<file path="src/rtl/enc_pkg.sv">
// enc_pkg: homing FSM states, step codes and the quadrature step decoder
// shared by the encoder controller.
package enc_pkg;

    typedef enum logic [1:0] {ST_IDLE, ST_ARMED, ST_HOMED} home_st_e;

    typedef enum logic [1:0] {STEP_NONE, STEP_FWD, STEP_REV, STEP_ILL} step_e;

    // Forward order of {A,B} is 00 -> 10 -> 11 -> 01 -> 00.
    function automatic step_e decode_step(input logic [1:0] prev, input logic [1:0] cur);
        logic [1:0] nxt;
        nxt = (prev == 2'b00) ? 2'b10 : (prev == 2'b10) ? 2'b11 : (prev == 2'b11) ? 2'b01 : 2'b00;
        return (prev == cur) ? STEP_NONE : ((prev ^ cur) == 2'b11) ? STEP_ILL : (cur == nxt) ? STEP_FWD : STEP_REV;
    endfunction

endpackage

</file>
<file path="src/rtl/quad_enc_ctrl_if.sv">
// quad_enc_ctrl_if: encoder channels, commands and status of the quadrature
// encoder controller.
interface quad_enc_ctrl_if #(
    parameter int CNT_W = 16,
    parameter int WIN_W = 16
);
    logic                    enc_a;
    logic                    enc_b;
    logic                    enc_z;
    logic                    cmd_home;
    logic                    cmd_clear;
    logic [WIN_W-1:0]        win_len;
    logic signed [CNT_W-1:0] position;
    logic                    dir;
    logic                    homed;
    logic signed [CNT_W-1:0] speed;
    logic                    spd_valid;
    logic                    err;

    modport master (
        output enc_a, enc_b, enc_z, cmd_home, cmd_clear, win_len,
        input  position, dir, homed, speed, spd_valid, err
    );

    modport slave (
        input  enc_a, enc_b, enc_z, cmd_home, cmd_clear, win_len,
        output position, dir, homed, speed, spd_valid, err
    );
endinterface

</file>
<file path="src/rtl/enc_sync.sv">
// enc_sync: 2-flop synchronizer for one raw encoder channel plus a
// rising-edge flag; all flops come out of reset at 1.
module enc_sync (
    input  logic clock,
    input  logic reset,
    input  logic d_i,
    output logic q_o,
    output logic rise_o
);
    logic [2:0] sh_q;

    always_ff @(posedge clock or negedge reset) begin
        if (!reset) sh_q <= '1;
        else        sh_q <= {sh_q[1:0], d_i};
    end

    assign q_o    = sh_q[1];
    assign rise_o = sh_q[1] & ~sh_q[2];
endmodule

</file>
<file path="src/rtl/quad_enc_ctrl.sv">
// quad_enc_ctrl: quadrature decoder with signed position, index homing FSM
// and windowed speed measurement.
module quad_enc_ctrl import enc_pkg::*; #(
    parameter int CNT_W = 16,
    parameter int WIN_W = 16
) (
    input logic           clock,
    input logic           reset,
    quad_enc_ctrl_if.slave bus
);
    logic a_s, b_s, z_s_unused, z_rise, a_rise_unused, b_rise_unused;
    logic [1:0]              ab_q;
    logic [1:0]              st_q;
    step_e                   step;
    logic signed [CNT_W-1:0] delta, pos_q, pos_d, acc_q, spd_q, sum_sat;
    logic signed [CNT_W:0]   sum;
    logic                    dir_q, err_q, vld_q, homed_q, home_load, win_end;
    home_st_e                hs_q;
    logic [WIN_W-1:0]        cnt_q, len_q, len_e;

    enc_sync u_sync_a (.clock(clock), .reset(reset), .d_i(bus.enc_a), .q_o(a_s), .rise_o(a_rise_unused));
    enc_sync u_sync_b (.clock(clock), .reset(reset), .d_i(bus.enc_b), .q_o(b_s), .rise_o(b_rise_unused));
    enc_sync u_sync_z (.clock(clock), .reset(reset), .d_i(bus.enc_z), .q_o(z_s_unused), .rise_o(z_rise));

    // The synchronizers hold their reset value for two clocks, so the first
    // real sample is loaded on the third edge and decoding starts after that.
    assign step      = (st_q == 2'd3) ? decode_step(ab_q, {a_s, b_s}) : STEP_NONE;
    assign delta     = (step == STEP_FWD) ? CNT_W'(1) : (step == STEP_REV) ? '1 : '0;
    assign home_load = (hs_q == ST_ARMED) && z_rise && !bus.cmd_home;
    assign pos_d     = (bus.cmd_clear || home_load) ? '0 : pos_q + delta;

    assign sum     = {acc_q[CNT_W-1], acc_q} + {delta[CNT_W-1], delta};
    assign sum_sat = (sum[CNT_W] != sum[CNT_W-1]) ? {sum[CNT_W], {(CNT_W-1){~sum[CNT_W]}}} : sum[CNT_W-1:0];
    // Window length is only taken from the port when a window starts.
    assign len_e   = (cnt_q == '0) ? bus.win_len : len_q;
    assign win_end = (len_e != '0) && (cnt_q == len_e - WIN_W'(1));

    always_ff @(posedge clock or negedge reset) begin
        if (!reset) begin
            ab_q  <= '0;
            st_q  <= '0;
            pos_q <= '0;
            dir_q <= 1'b0;
            err_q <= 1'b0;
            cnt_q <= '0;
            len_q <= '0;
            acc_q <= '0;
            spd_q <= '0;
            vld_q <= 1'b0;
        end else begin
            ab_q  <= {a_s, b_s};
            st_q  <= (st_q == 2'd3) ? st_q : st_q + 2'd1;
            pos_q <= pos_d;
            dir_q <= (step == STEP_FWD) ? 1'b1 : (step == STEP_REV) ? 1'b0 : dir_q;
            err_q <= err_q | (step == STEP_ILL);
            len_q <= len_e;
            vld_q <= win_end;
            if (len_e == '0) begin
                cnt_q <= '0;
                acc_q <= '0;
            end else if (win_end) begin
                cnt_q <= '0;
                acc_q <= '0;
                spd_q <= sum_sat;
            end else begin
                cnt_q <= cnt_q + WIN_W'(1);
                acc_q <= sum_sat;
            end
        end
    end

    always_ff @(posedge clock or negedge reset) begin
        if (!reset) begin
            hs_q    <= ST_IDLE;
            homed_q <= 1'b0;
        end else if (bus.cmd_home) begin
            hs_q    <= ST_ARMED;
            homed_q <= 1'b0;
        end else if (home_load) begin
            hs_q    <= ST_HOMED;
            homed_q <= 1'b1;
        end
    end

    assign bus.position  = pos_q;
    assign bus.dir       = dir_q;
    assign bus.homed     = homed_q;
    assign bus.speed     = spd_q;
    assign bus.spd_valid = vld_q;
    assign bus.err       = err_q;
endmodule

</file>
<file path="src/flat_wrapper.sv">
// flat-port wrapper written by rule: the top's interface ports become plain ports
module quad_enc_ctrl_flat import enc_pkg::*;
#(
    parameter int CNT_W = 16,
    parameter int WIN_W = 16
)
  (clock, reset, bus_enc_a, bus_enc_b, bus_enc_z, bus_cmd_home, bus_cmd_clear, bus_win_len, bus_position, bus_dir, bus_homed, bus_speed, bus_spd_valid, bus_err);
  quad_enc_ctrl_if #(.CNT_W(CNT_W), .WIN_W(WIN_W)) bus_i ();
  input logic clock;
  input logic reset;
  input wire logic [$bits(bus_i.enc_a)-1:0] bus_enc_a;
  input wire logic [$bits(bus_i.enc_b)-1:0] bus_enc_b;
  input wire logic [$bits(bus_i.enc_z)-1:0] bus_enc_z;
  input wire logic [$bits(bus_i.cmd_home)-1:0] bus_cmd_home;
  input wire logic [$bits(bus_i.cmd_clear)-1:0] bus_cmd_clear;
  input wire logic [$bits(bus_i.win_len)-1:0] bus_win_len;
  output wire logic [$bits(bus_i.position)-1:0] bus_position;
  output wire logic [$bits(bus_i.dir)-1:0] bus_dir;
  output wire logic [$bits(bus_i.homed)-1:0] bus_homed;
  output wire logic [$bits(bus_i.speed)-1:0] bus_speed;
  output wire logic [$bits(bus_i.spd_valid)-1:0] bus_spd_valid;
  output wire logic [$bits(bus_i.err)-1:0] bus_err;
  assign bus_i.enc_a = bus_enc_a;
  assign bus_i.enc_b = bus_enc_b;
  assign bus_i.enc_z = bus_enc_z;
  assign bus_i.cmd_home = bus_cmd_home;
  assign bus_i.cmd_clear = bus_cmd_clear;
  assign bus_i.win_len = bus_win_len;
  assign bus_position = bus_i.position;
  assign bus_dir = bus_i.dir;
  assign bus_homed = bus_i.homed;
  assign bus_speed = bus_i.speed;
  assign bus_spd_valid = bus_i.spd_valid;
  assign bus_err = bus_i.err;
  quad_enc_ctrl #(.CNT_W(CNT_W), .WIN_W(WIN_W)) u_core (.clock(clock), .reset(reset), .bus(bus_i));
endmodule
</file>
<file path="config.mk">
export PLATFORM = sky130hd
export DESIGN_NAME = quad_enc_ctrl_flat
export DESIGN_NICKNAME = d
export VERILOG_FILES = /design/src/rtl/enc_pkg.sv /design/src/rtl/quad_enc_ctrl_if.sv /design/src/rtl/enc_sync.sv /design/src/rtl/quad_enc_ctrl.sv /design/src/flat_wrapper.sv
export SDC_FILE = /design/constraint.sdc
export NUM_CORES = 1
export LEC_CHECK = 0
export CAP_MARGIN = 10
export CORE_MARGIN = 2
export CORE_UTILIZATION = 45
export CTS_CLUSTER_SIZE = 14
export DETAILED_ROUTE_END_ITERATION = 8
export PLACE_DENSITY = 0.65
export SLEW_MARGIN = 15
export SYNTH_ARGS = -nofsm -noshare
export SYNTH_HDL_FRONTEND = slang
export SYNTH_SLANG_ARGS = --single-unit
</file>
<file path="constraint.sdc">
create_clock -name clock -period 7.8 [get_ports clock]
set_clock_uncertainty 0.2 [all_clocks]
set_input_delay 2.34 -clock clock [delete_from_list [all_inputs] [get_ports clock]]
set_output_delay 2.34 -clock clock [all_outputs]
set_load 0.05 [all_outputs]
</file>
==> out/metrics.cfg <==
[worst_setup_path]
crit_type=in2reg
cp-start-kind=input pin
r2r-end=u_core.bus.speed[3]$_DFFE_PN0P_
r2r_cells=14
required_ps=7820
r2r-start=u_core.u_sync_b.sh_q[1]$_DFF_PN1_
path_max_fanout=32
endpoint_kind=flip-flop
arrival_ps=5980
rrSetupSlack_ps=2970

[synth]
async_reset_ff_frac=1.00
synthTopCellsByCount=dfrtp_1 (89), nor2_1 (71), nand2_1 (59)
yosysWarnings=0
synth_edf_count=0
post-synth-top-area-cell=dfrtp_1
ys_seq_elements=96
synth_area_per_cell_um2=9.39
syn_nets=741
synth_flop_cell=dfrtp_1
yosysMostFrequentCell=dfrtp_1
yosysSeqAreaShare=0.379
syn_area_um2=6370
synth_area_leaders=dfrtp_1 (35%), ha_1 (7.5%), xnor2_1 (5.0%)
synth_cell_type_count=76
synthCells=678
synth_top_area_frac=0.350

[timing]
max-slew-margin-rel=0.439
setup_viol=0
fin_crit_sh=0.763
tightest_slew_ps=841
tns_ps=0
rsz0062_at_grt=no
drv_slew=0
setup_ws_ps=1840
max_freq_mhz=168
final_hold_viol_count=0
fin_crit_ps=5960

[min_path]
hp-class=reg2reg
worstHoldStart=u_core.u_sync_b.sh_q[0]$_DFF_PN1_
whs_path_depth=0
holdPathEnd=u_core.u_sync_b.sh_q[1]$_DFF_PN1_

[detailed_routing]
wl_um=14500
drt_iter0_markers=349
drc=0
routedWlPerCell_um=15.8
drtAntennaViolNets=0
vias_per_cell=5.61
num_vias=5155
dr.pass1.iters=5

[global_route]
grt.total_usage=0.208
use_met2=0.337
grt_max_degree=68
busiest_layer=met2
grt_overflow_total=0
grt_antenna_before_repair=0
gr-usage-met3=0.0341
grt_pass1_wl_um=24700
grt_pass1_vias=5040
gr-usage-met1=0.278

[die]
core_um2=13800
fp.dieH_um=123
rows=43
initial_utilization=0.461
die_area_um2=15100
io_pins=59
die_w_um=123

[clock_network]
htree_levels=3
clkSinkCount=96
clk_pin_slew_ps=70
clock_latency_ps=350
ctsResizeCount=0
cts_buffers=9
post_cts_buffers=0
cts_hold_buf=0
cts_tree=done
cts.path.max_buffers=2
cts-root-buf=clkbuf_16

[power]
irDropWorstVdd_v=0.000129
p_per_area_nw_per_um2=347
power_leakage_nw=3.24

[final_layout]
final_cells=919
nets=797
finalInstanceArea_um2=7370
area_delta_synth_final_pct=15.8
n_antenna_cell=0
drive_above_1_share=0.0677
fill_cells=1230

[placed_design]
dpl.cell_count=903
dp_slack_ps=1550
port_buffers=58
dp_hpwl_um=10600
gp_congestion=0.913
place_area_um2=7100

[run]
maxCapViolCount=0

[status]
status=finished clean

[layer usage]
metal | routed length [um] | vias to the layer above
met1 | 6760 | 2507
met3 | 570 | 19
met5 | 0 | -
met2 | 6940 | 114
met4 | 265 | 0
li1 | - | 2515
[worst max-delay path, stage by stage]
cell and delay [ps]:
clkdlybuf4s50_1 560, nand2_1 110, and2_1 150, ha_1 310, or3b_1 480, o31a_1 280, or4_1 460, o211ai_1 130
o2111a_1 250, nand4_2 180, o41ai_4 240, buf_4 380, nor2_1 100
[through the flow]
| stage | hold slack, ps | total power, W | utilization |
|---|---|---|---|
| floorplan | 145 | 0.00181 | - |
| global placement | 147 | 0.00209 | 0.514 |
| detailed placement | 147 | 0.00213 | 0.514 |
| CTS | 157 | 0.00256 | 0.533 |
| global route | 160 | 0.00276 | 0.533 |
| finish | 155 | 0.00256 | 0.533 |
[sequential cells by signal, indices dropped and copies added, names as in the netlist]
register              cells
u_core.bus.spd_valid      1
u_core.u_sync_z.sh_q      3
u_core.bus.homed          1
u_core.len_q             16
u_core.bus.err            1
u_core.bus.position      16
u_core.acc_q             16
u_core.bus.speed         16
u_core.bus.dir            1
u_core.st_q               2
u_core.u_sync_b.sh_q      2
u_core.cnt_q             16
u_core.u_sync_a.sh_q      2
u_core.hs_q               1
u_core.ab_q               2
[cell usage in the layout (no fill, tap or decap), types with 4 or more instances in the layout]
cell type        synthesis  routed
a211oi_1                 8       8
a21o_1                  12      12
a21oi_1                 38      38
a31oi_1                  6       6
and2_1                   7       7
and3_1                   8       8
buf_4                    0       8
clkbuf_16                0       9
clkdlybuf4s50_1          0      57
dfrtp_1                 89      89
dfstp_2                  7       7
ha_1                    38      38
inv_1                   41      41
mux2_2                   4       4
mux2i_1                 29      28
nand2_1                 59      59
nand2b_1                 9       9
nand3_1                 16      16
nand4b_1                 5       5
nor2_1                  71      71
nor2b_1                  7       7
nor3_1                  25      25
nor4_1                   6       6
o211ai_1                 5       5
o21ai_0                 24      24
o21bai_1                 8       8
o31ai_1                  6       6
or2_2                    4       4
or4_1                    8       8
xnor2_1                 36      36
xor2_1                  21      21
[cell families (layout without fill, tap and decap cells)]
logic type / after synthesis / in the layout / share of synthesized area
fa+ha+maj: 40 / 40 / 0.0810
mux: 33 / 33 / 0.0527
compound gates: 139 / 139 / 0.149
simple gates: 251 / 251 / 0.212
xor+xnor: 58 / 58 / 0.0819
flops: 96 / 96 / 0.379
buf+inv: 61 / 122 / 0.0450
[report_power, final]
group	switching, W	internal (W)
registers	0.000129	0.000631
logic	0.000808	0.000570
clock network	0.000193	0.000225
[layout make-up]
cell class	count	area, um2	area share
multi-input cells	521	3680	0.500
flip-flops and latches	96	2410	0.327
repair buffers	65	631	0.0855
clock buffers	13	250	0.0339
well taps	180	225	0.0305
inverters	41	154	0.0209
clock inverters	3	18.8	0.00254
[worst max-delay path by stage]
stage	startpoint	to	slack, ps	cells after the start
after floorplan	bus_win_len[0]	u_core.bus.speed[6]$_DFFE_PN0P_	2320	13
after global placement	bus_win_len[0]	u_core.acc_q[5]$_DFF_PN0_	1610	13
after detailed placement	bus_win_len[0]	u_core.acc_q[6]$_DFF_PN0_	1550	13
after CTS	bus_win_len[0]	u_core.cnt_q[2]$_DFF_PN0_	1890	13
after global routing	bus_win_len[3]	u_core.bus.speed[15]$_DFFE_PN0P_	1560	10
final	bus_win_len[0]	u_core.cnt_q[2]$_DFF_PN0_	1840	13
No activity file was read; power rests on OpenSTA's default activity.
